`src/rtl/rv_ctrl_pkg.sv`:
```
// Shared encodings for the RV32I multi-cycle control path: opcodes, ALU_Op
// codes (also used by ALU control), sequencer states and opcode classes.
package rv_ctrl_pkg;

  localparam logic [6:0] OPC_R   = 7'b0110011;
  localparam logic [6:0] OPC_I   = 7'b0010011;
  localparam logic [6:0] OPC_LW  = 7'b0000011;
  localparam logic [6:0] OPC_SW  = 7'b0100011;
  localparam logic [6:0] OPC_B   = 7'b1100011;
  localparam logic [6:0] OPC_LUI = 7'b0110111;

  localparam logic [2:0] ALU_OP_R    = 3'b000;
  localparam logic [2:0] ALU_OP_I    = 3'b001;
  localparam logic [2:0] ALU_OP_LDST = 3'b010;
  localparam logic [2:0] ALU_OP_LUI  = 3'b100;
  localparam logic [2:0] ALU_OP_B    = 3'b101;

  typedef enum logic [2:0] {
    ST_IDLE   = 3'd0,
    ST_FETCH  = 3'd1,
    ST_DECODE = 3'd2,
    ST_EXEC   = 3'd3,
    ST_MEM_RD = 3'd4,
    ST_MEM_WR = 3'd5,
    ST_WB_ALU = 3'd6,
    ST_WB_MEM = 3'd7
  } state_t;

  typedef enum logic [2:0] {
    CLS_R       = 3'd0,
    CLS_I       = 3'd1,
    CLS_LW      = 3'd2,
    CLS_SW      = 3'd3,
    CLS_B       = 3'd4,
    CLS_LUI     = 3'd5,
    CLS_ILLEGAL = 3'd6
  } op_class_t;

  // ALU_Op sent to ALU control for each instruction class.
  function automatic logic [2:0] class_alu_op(input op_class_t cls);
    logic [2:0] op;
    case (cls)
      CLS_R:         op = ALU_OP_R;
      CLS_I:         op = ALU_OP_I;
      CLS_LW, CLS_SW: op = ALU_OP_LDST;
      CLS_LUI:       op = ALU_OP_LUI;
      CLS_B:         op = ALU_OP_B;
      default:       op = ALU_OP_R;
    endcase
    return op;
  endfunction

  // Immediate feeds ALU operand B for everything except register/compare ops.
  function automatic logic class_src_b(input op_class_t cls);
    logic sel;
    case (cls)
      CLS_I, CLS_LW, CLS_SW, CLS_LUI: sel = 1'b1;
      default:                        sel = 1'b0;
    endcase
    return sel;
  endfunction

endpackage

```
`src/rtl/opcode_class_decode.sv`:
```
// Combinational classifier: IR opcode field -> instruction class and legality.
module opcode_class_decode
  import rv_ctrl_pkg::*;
(
  input  logic [6:0] opcode,
  output logic [2:0] op_class,
  output logic       legal
);

  // Map each supported opcode to its class; anything else is illegal.
  always_comb begin
    op_class = CLS_ILLEGAL;
    legal    = 1'b1;
    case (opcode)
      OPC_R:   op_class = CLS_R;
      OPC_I:   op_class = CLS_I;
      OPC_LW:  op_class = CLS_LW;
      OPC_SW:  op_class = CLS_SW;
      OPC_B:   op_class = CLS_B;
      OPC_LUI: op_class = CLS_LUI;
      default: begin
        op_class = CLS_ILLEGAL;
        legal    = 1'b0;
      end
    endcase
  end

endmodule

```
`src/rtl/multicycle_control_fsm.sv`:
```
// Multi-cycle RV32I sequencer: FETCH/DECODE/EXEC/MEM/WB with a ready-handshake
// memory wait and timeout. Outputs are decoded from the state register, with
// ir_write following mem_ready and pc_src following branch_taken.
module multicycle_control_fsm
  import rv_ctrl_pkg::*;
#(
  parameter int MEM_TIMEOUT = 16,
  parameter int TIMEOUT_W   = 5
) (
  input  logic       clk,
  input  logic       reset,
  input  logic [6:0] opcode_i,
  input  logic       mem_ready_i,
  input  logic       branch_taken_i,
  output logic       mem_read_o,
  output logic       mem_write_o,
  output logic       i_or_d_o,
  output logic       ir_write_o,
  output logic       reg_write_o,
  output logic       mem_to_reg_o,
  output logic       alu_src_b_o,
  output logic [2:0] alu_op_o,
  output logic       pc_write_o,
  output logic       pc_src_o,
  output logic       instr_done_o,
  output logic       illegal_o,
  output logic       bus_error_o
);

  localparam logic [TIMEOUT_W-1:0] WAIT_ZERO = {TIMEOUT_W{1'b0}};
  localparam logic [TIMEOUT_W-1:0] WAIT_ONE  = TIMEOUT_W'(32'd1);
  localparam logic [TIMEOUT_W-1:0] WAIT_LAST = TIMEOUT_W'(MEM_TIMEOUT - 1);
  localparam logic [TIMEOUT_W-1:0] WAIT_MAX  = {TIMEOUT_W{1'b1}};

  state_t               state_r, state_s;
  logic [TIMEOUT_W-1:0] wait_cnt_r, wait_cnt_s;
  logic [2:0]           alu_op_hold_r;
  logic                 alu_src_b_hold_r;
  logic [2:0]           cls_raw_s;
  op_class_t            cls_s;
  logic                 legal_s;
  logic                 waiting_s;
  logic                 timeout_s;

  opcode_class_decode u_decode (
    .opcode   (opcode_i),
    .op_class (cls_raw_s),
    .legal    (legal_s)
  );

  assign cls_s     = op_class_t'(cls_raw_s);
  assign waiting_s = (state_r == ST_FETCH) || (state_r == ST_MEM_RD) || (state_r == ST_MEM_WR);
  assign timeout_s = waiting_s && !mem_ready_i && (wait_cnt_r == WAIT_LAST);

  // Next-state and per-state output decode; every output defaults to 0.
  always_comb begin
    state_s      = state_r;
    mem_read_o   = 1'b0;
    mem_write_o  = 1'b0;
    i_or_d_o     = 1'b0;
    ir_write_o   = 1'b0;
    reg_write_o  = 1'b0;
    mem_to_reg_o = 1'b0;
    alu_src_b_o  = 1'b0;
    alu_op_o     = 3'b000;
    pc_write_o   = 1'b0;
    pc_src_o     = 1'b0;
    instr_done_o = 1'b0;
    illegal_o    = 1'b0;
    bus_error_o  = 1'b0;
    case (state_r)
      ST_IDLE: state_s = ST_FETCH;
      ST_FETCH: begin
        mem_read_o = 1'b1;
        ir_write_o = mem_ready_i;
        if (mem_ready_i) begin
          state_s = ST_DECODE;
        end else if (timeout_s) begin
          // PC untouched: the same fetch is retried from a fresh wait.
          bus_error_o  = 1'b1;
          instr_done_o = 1'b1;
          state_s      = ST_FETCH;
        end else begin
          state_s = ST_FETCH;
        end
      end
      ST_DECODE: begin
        if (legal_s) begin
          state_s = ST_EXEC;
        end else begin
          illegal_o    = 1'b1;
          pc_write_o   = 1'b1;
          instr_done_o = 1'b1;
          state_s      = ST_FETCH;
        end
      end
      ST_EXEC: begin
        alu_op_o    = class_alu_op(cls_s);
        alu_src_b_o = class_src_b(cls_s);
        case (cls_s)
          CLS_B: begin
            pc_write_o   = 1'b1;
            pc_src_o     = branch_taken_i;
            instr_done_o = 1'b1;
            state_s      = ST_FETCH;
          end
          CLS_LW:                 state_s = ST_MEM_RD;
          CLS_SW:                 state_s = ST_MEM_WR;
          CLS_R, CLS_I, CLS_LUI:  state_s = ST_WB_ALU;
          default: begin
            // Opcode changed after DECODE: skip the instruction safely.
            pc_write_o   = 1'b1;
            instr_done_o = 1'b1;
            state_s      = ST_FETCH;
          end
        endcase
      end
      ST_MEM_RD, ST_MEM_WR: begin
        mem_read_o  = (state_r == ST_MEM_RD);
        mem_write_o = (state_r == ST_MEM_WR);
        i_or_d_o    = 1'b1;
        alu_op_o    = alu_op_hold_r;
        alu_src_b_o = alu_src_b_hold_r;
        if (mem_ready_i && (state_r == ST_MEM_RD)) begin
          state_s = ST_WB_MEM;
        end else if (mem_ready_i) begin
          pc_write_o   = 1'b1;
          instr_done_o = 1'b1;
          state_s      = ST_FETCH;
        end else if (timeout_s) begin
          bus_error_o  = 1'b1;
          pc_write_o   = 1'b1;
          instr_done_o = 1'b1;
          state_s      = ST_FETCH;
        end else begin
          state_s = state_r;
        end
      end
      ST_WB_ALU, ST_WB_MEM: begin
        reg_write_o  = 1'b1;
        mem_to_reg_o = (state_r == ST_WB_MEM);
        alu_op_o     = alu_op_hold_r;
        alu_src_b_o  = alu_src_b_hold_r;
        pc_write_o   = 1'b1;
        instr_done_o = 1'b1;
        state_s      = ST_FETCH;
      end
      default: state_s = ST_IDLE;
    endcase
  end

  // Wait counter: restarts on every state entry (including a fetch retry),
  // counts not-ready cycles and saturates.
  always_comb begin
    if ((state_s != state_r) || timeout_s) begin
      wait_cnt_s = WAIT_ZERO;
    end else if (waiting_s && !mem_ready_i && (wait_cnt_r != WAIT_MAX)) begin
      wait_cnt_s = wait_cnt_r + WAIT_ONE;
    end else begin
      wait_cnt_s = wait_cnt_r;
    end
  end

  // State register and wait counter.
  always_ff @(posedge clk or negedge reset) begin
    if (!reset) begin
      state_r    <= ST_IDLE;
      wait_cnt_r <= WAIT_ZERO;
    end else begin
      state_r    <= state_s;
      wait_cnt_r <= wait_cnt_s;
    end
  end

  // Capture the EXEC ALU controls so the ALU result stays stable in MEM/WB.
  always_ff @(posedge clk or negedge reset) begin
    if (!reset) begin
      alu_op_hold_r    <= 3'b000;
      alu_src_b_hold_r <= 1'b0;
    end else if (state_r == ST_EXEC) begin
      alu_op_hold_r    <= alu_op_o;
      alu_src_b_hold_r <= alu_src_b_o;
    end
  end

endmodule
```
`config.mk`:
```
export PLATFORM = sky130hd
export DESIGN_NAME = multicycle_control_fsm
export DESIGN_NICKNAME = d
export VERILOG_FILES = /design/src/rtl/rv_ctrl_pkg.sv /design/src/rtl/opcode_class_decode.sv /design/src/rtl/multicycle_control_fsm.sv
export SDC_FILE = /design/constraint.sdc
export NUM_CORES = 1
export LEC_CHECK = 0
export CAP_MARGIN = 20
export CORE_MARGIN = 3
export CORE_UTILIZATION = 25
export CTS_CLUSTER_SIZE = 12
export DETAILED_ROUTE_END_ITERATION = 8
export PLACE_DENSITY = 0.58
export SYNTH_ARGS = -nofsm -noshare
export SYNTH_HDL_FRONTEND = slang
export SYNTH_SLANG_ARGS = --single-unit
export TNS_END_PERCENT = 20
```
`constraint.sdc`:
```
create_clock -name clk -period 2.2 [get_ports clk]
set_clock_uncertainty 0.2 [all_clocks]
set_input_delay 0.22 -clock clk [delete_from_list [all_inputs] [get_ports clk]]
set_output_delay 0.22 -clock clk [all_outputs]
set_load 0.01 [all_outputs]
```
; Word level (Yosys, flattened, before mapping)
; Index checks and enable logic that the tools add are counted.
[totals]
ff_bits = 12
[op_classes]
eq_ne = 21
n_addsub = 1
n_reduce_logical = 20
n_mux = 34
[ops]
columns = operator, n
row1 = $eq 7x6->1 const B, 3
row2 = $eq 3x3->1 const B, 6
row3 = $pmux 3 s6, 1
row4 = $mux 1, 17
row5 = $pmux 3 s5, 1
row6 = $eq 3x2->1 const B, 4
row7 = $pmux 3 s4, 1
row8 = $mux 5, 2
row9 = $mux 3, 3
row10 = $pmux 3 s3, 1
row11 = $reduce_or 4->1, 2
row12 = $eq 7x2->1 const B, 1
row13 = $eq 7x5->1 const B, 1
row14 = $eq 7x7->1 const B, 1
row15 = $eq 3x1->1 const B, 2
row16 = $logic_not 3->1, 2
row17 = $pmux 1 s2, 3
row18 = $pmux 3 s2, 1
row19 = $reduce_or 2->1, 3
row20 = $reduce_or 3->1, 2
row21 = $reduce_or 6->1, 1
row22 = $add 5x1->5 const B, 1
row23 = $eq 5x4->1 const B, 1
row24 = $ne 5x5->1 const B, 1
row25 = 9 further kinds, 15

; Depth between registers and ports, before layout
[logic_depth]
ltp_word = 12
ltp_mapped = 8

; Modules after synthesis
; A second synthesis with hierarchy kept.
[unflattened]
cells_unflattened = 122
hier_area_um2 = 1096.1
[modules_own_cells]
columns = module, area_per_inst_um2, cells_per_inst, seq_area_each_um2, n_inst
row1 = multicycle_control_fsm, 998.5, 107, 300.3, 1
row2 = opcode_class_decode, 97.6, 15, 0.0, 1

; Worst setup path before layout
; OpenSTA, ideal clock, no wires.
[synth_path]
path_type = reg-to-reg
startpoint = register wait_cnt_r[0]
endpoint = register wait_cnt_r[1]
arrival_time_ns = 2.085
setup_time_ns = 0.095
stages_incl_launch_ff = 9
path_buffers = 0
path_slack_ns = -0.181
required_ns = 1.905
cell_sequence = dfrtp_1 ha_1 and3_1 ha_1 or4b_1 a21oi_2 a21oi_2 xor2_2 nor4b_2
[synth_via]
elab_chain_len = 9
word_cells_on_any_way = 14
classes_between = add/sub: 1 / eq/ne: 3 / mux: 6 / reduce/logical: 4
[synth_rtl]
columns = element, line
row1 = "start, declared", multicycle_control_fsm.sv:36  ; logic [TIMEOUT_W-1:0] wait_cnt_r, wait_cnt_s;
row2 = "start signal, assigned", multicycle_control_fsm.sv:171  ; wait_cnt_r <= wait_cnt_s;
row3 = $eq 5x4->1 *, multicycle_control_fsm.sv:53  ; assign timeout_s = waiting_s && !mem_ready_i && (wait_cnt_r == WAIT_LAST);
row4 = $logic_and 1x1->1 *, multicycle_control_fsm.sv:53
row5 = $mux 3 *, multicycle_control_fsm.sv:130  ; end else if (timeout_s) begin
row6 = $mux 3 *, multicycle_control_fsm.sv:126  ; end else if (mem_ready_i) begin
row7 = $mux 3 *, multicycle_control_fsm.sv:124  ; if (mem_ready_i && (state_r == ST_MEM_RD)) begin
row8 = $pmux 3 s5 *, multicycle_control_fsm.sv:71  ; case (state_r)
row9 = via state_s[0], multicycle_control_fsm.sv:35  ; state_t state_r, state_s;
row10 = $ne 3x3->1 *, multicycle_control_fsm.sv:155  ; if ((state_s != state_r) || timeout_s) begin
row11 = $logic_or 1x1->1 *, multicycle_control_fsm.sv:155
row12 = $mux 5 or $reduce_bool 2->1 (tied branches), -
; The timed path passes the listed nets; every way through them passes the cells marked *. The select of a mux whose other input is x is not followed.
; A chain may end at the register's enable or synchronous reset.

; Final worst setup path
[layout_path]
startpoint = register wait_cnt_r[1]
endpoint = register wait_cnt_r[1]
; The elaborated chain is that of the path after synthesis.

==> reports/results.tsv <==
stage	metric	value	unit
run_status	status	finished with violations	
run_status	violations	negative setup slack	
global_route	grt_pass1_vias	1090	
synth	syn_area	993	µm²
pwr	p_per_area	463	mW/mm²
place	dp_cells	217	
critical_path	worstPathArrival	2.28	ns
global_route	grt_use_total	11.8	%
routing	drt_iter0_drc	79	
routing	wl_met3	113	µm
timing	fmax	0.428	GHz
critical_path	ff2ff_path_depth	8	
synth	yosysWarnings	0	
pwr	ir_drop	0.000227	V
floorplan	die_h	69.0	µm
timing	rsz0062_at_grt	true	
place	portBuffers	25	
finish	final_core_util	43.5	%
finish	drive_above_1_share	31.0	%
floorplan	io_pins	26	
finish	area_growth	64.0	%
global_route	grt_overflow_total	0	
synth	synth-seq-cells	12	
finish	fin_nets	189	
timing	finalSetupViolCount	8	
clock_tree	clkTransAtPathRegs	0.06	ns
timing	finalHoldViolCount	0	
finish	n_antenna_cell	0	
timing	tightest_slew	0.549	ns
synth	synth_cell_types	41	
routing	wl_met2	1380	µm
clock_tree	clock_latency	0.24	ns
timing	slew_viol_final	0	
synth	synth-seq-area-share	30.2	%
routing	num_vias	1065	
critical_path	cp_cell_sequence	ha_2 -> and3_4 -> ha_4 -> or4b_4 -> a21oi_2 -> a21oi_2 -> xor2_2 -> nor4b_2	
routing	antenna_left	0	
timing	totalNegativeSetupSlack	-0.762	ns
critical_path	worstPathRequired	2.14	ns
global_route	grt_max_degree	20	
routing	drcViolationCount	0	
critical_path	r2r_end	wait_cnt_r[1]	
synth	syn_inst	125	
pwr	leakage	0.000833	µW
synth	syn_nets	139	
synth	ys.flop_type	dfrtp_1	
floorplan	start_util	26.5	%
global_route	grt_pass1_wl	4740	µm
routing	wire_per_inst	12.5	µm
place	gp_routability_congestion	0.776	
critical_path	cp_num_buf_inv	0	
clock_tree	ctsRootBufferMaster	clkbuf_8	
critical_path	cp-end-kind	flop	
critical_path	crit_path_max_incr_delay	0.50	ns
synth	synthArstFlopShare	100	%
clock_tree	clock_path_buffers	2	
critical_path	cp_slowest_cell	or4b_4	
timing	period_share	106	%
clock_tree	ctsHoldBuffers	0	
clock_tree	clock_sinks	12	
critical_path	crit_top_cell	a21oi_2	
timing	min_period	2.34	ns
floorplan	die_area	0.00477	mm²
floorplan	num_rows	22	
timing	slew_headroom	63.3	%
routing	maxUsedRoutingLayer	met4	
global_route	grt_antenna_before_repair	0	
clock_tree	cts_tree	done	
synth	postSynthAreaPerCell	7.95	µm²
flow_run	cap_violations	0	
critical_path	r2r-start	wait_cnt_r[1]	
critical_path	regToRegSetupSlack	-0.14	ns
critical_path	critPathMaxFanout	5	
routing	met1Wirelength	1230	µm
routing	viasPerCell	4.80	
min_path	hold_path_class	in2async	
floorplan	die_width	69.0	µm
finish	stdcell_count	222	
critical_path	crit_path_start_kind	flop	
timing	layout_setup_ws	-0.137	ns
routing	drt-total-wl	2780	µm
routing	firstDrtPassIters	4	
clock_tree	cts-buffers-inserted	3	
critical_path	crit_family	simple AND/OR/NAND/NOR gates	
floorplan	core_area	0.00374	mm²
place	dpl.hpwl	2150	µm
synth	synth_edf_count	0	
clock_tree	cts_max_level	1	
critical_path	path_class	reg2reg	
[power by group]
group          switching [µW]  total (µW)  internal, µW
clock                    76.2         234           158
combinational             144         275           131
sequential               10.4         246           235
[synthesized netlist by cell type (4+ instances only)]
library cell   n  area [µm²]
clkbuf_1       7        26.3
dfrtp_1       12         300
nor3_1         7        35.0
a21oi_1        5        25.0
nor2b_1        4        25.0
nand2_1       17        63.8
nor2_1        12        45.0
o21ai_0        5        25.0
nand3_1        4        20.0
[sequential cells by signal, indices dropped and copies added, names as in the netlist]
name / flops
alu_src_b_hold_r: 1
alu_op_hold_r: 3
state_r: 3
wait_cnt_r: 5
[per-stage QoR]
stage | hold slack (ns) | power (µW) | setup WS (ns) | area [µm²]
final | 0.140 | 754 | -0.137 | 1630
after global routing | 0.196 | 801 | -0.255 | 1630
after CTS | 0.167 | 757 | -0.191 | 1600
after detailed placement | 0.268 | 516 | -0.406 | 1500
after global placement | 0.265 | 509 | -0.364 | 1500
after floorplan | -0.276 | 384 | -0.0392 | 1010
[cells by family after synthesis]
kind of cell	after synthesis	synth area share, %
flip-flops	12	30.2
XOR/XNOR	5	5.16
AND/OR/NAND/NOR	68	37.8
adder cells (fa/ha/maj)	3	3.78
AO/OA/AOI/OAI	25	17.8
buffers and inverters	11	4.28
multiplexers	1	1.01
[area by class of cell]
type	count	area, µm²
fill	396	2110
multi-input combinational	102	738
timing repair buffer	53	464
sequential	12	300
tap	48	60.1
clock buffer	4	55.1
inverter	3	11.3
[routing by layer]
layer / track usage (%) / up-vias
met5: 0 / -
li1: - / 537
met3: 2.33 / 6
met2: 19.2 / 20
met4: 4.34 / 0
met1: 15.3 / 502
[placed cells by master (no fill, tap or decap), types with 3 or more instances in the layout]
| cell | n |
|---|---|
| dfrtp_1 | 12 |
| nand2b_1 | 3 |
| nand2_1 | 17 |
| a21oi_2 | 3 |
| clkdlybuf4s50_1 | 13 |
| dlymetal6s2s_1 | 6 |
| o21ai_0 | 5 |
| a21oi_1 | 4 |
| nor2_1 | 12 |
| and2_1 | 3 |
| a21o_1 | 3 |
| nand3_1 | 4 |
| inv_1 | 3 |
| buf_4 | 28 |
| nor3_1 | 6 |
| xor2_1 | 3 |
| clkbuf_8 | 4 |
[how the worst max path moves through the flow]
stage / slack [ns] / from / to / depth (start not counted)
3_3_place_gp: -0.36 / opcode_i[3] / alu_op_o[2] / 6
6_report: -0.14 / wait_cnt_r[1] / wait_cnt_r[1] / 8
5_1_grt: -0.26 / wait_cnt_r[1] / wait_cnt_r[1] / 8
3_5_place_dp: -0.41 / opcode_i[3] / alu_op_o[2] / 6
2_1_floorplan: -0.04 / wait_cnt_r[0] / wait_cnt_r[1] / 8
4_1_cts: -0.19 / opcode_i[3] / alu_src_b_o / 6
[what timing repair did]
item	4_1_cts	5_1_grt
setup buffers	1	0
gates resized for setup	18	15
pin swaps	2	1
setup endpoints to repair	14	15
Power figures use the tool's default switching activity.
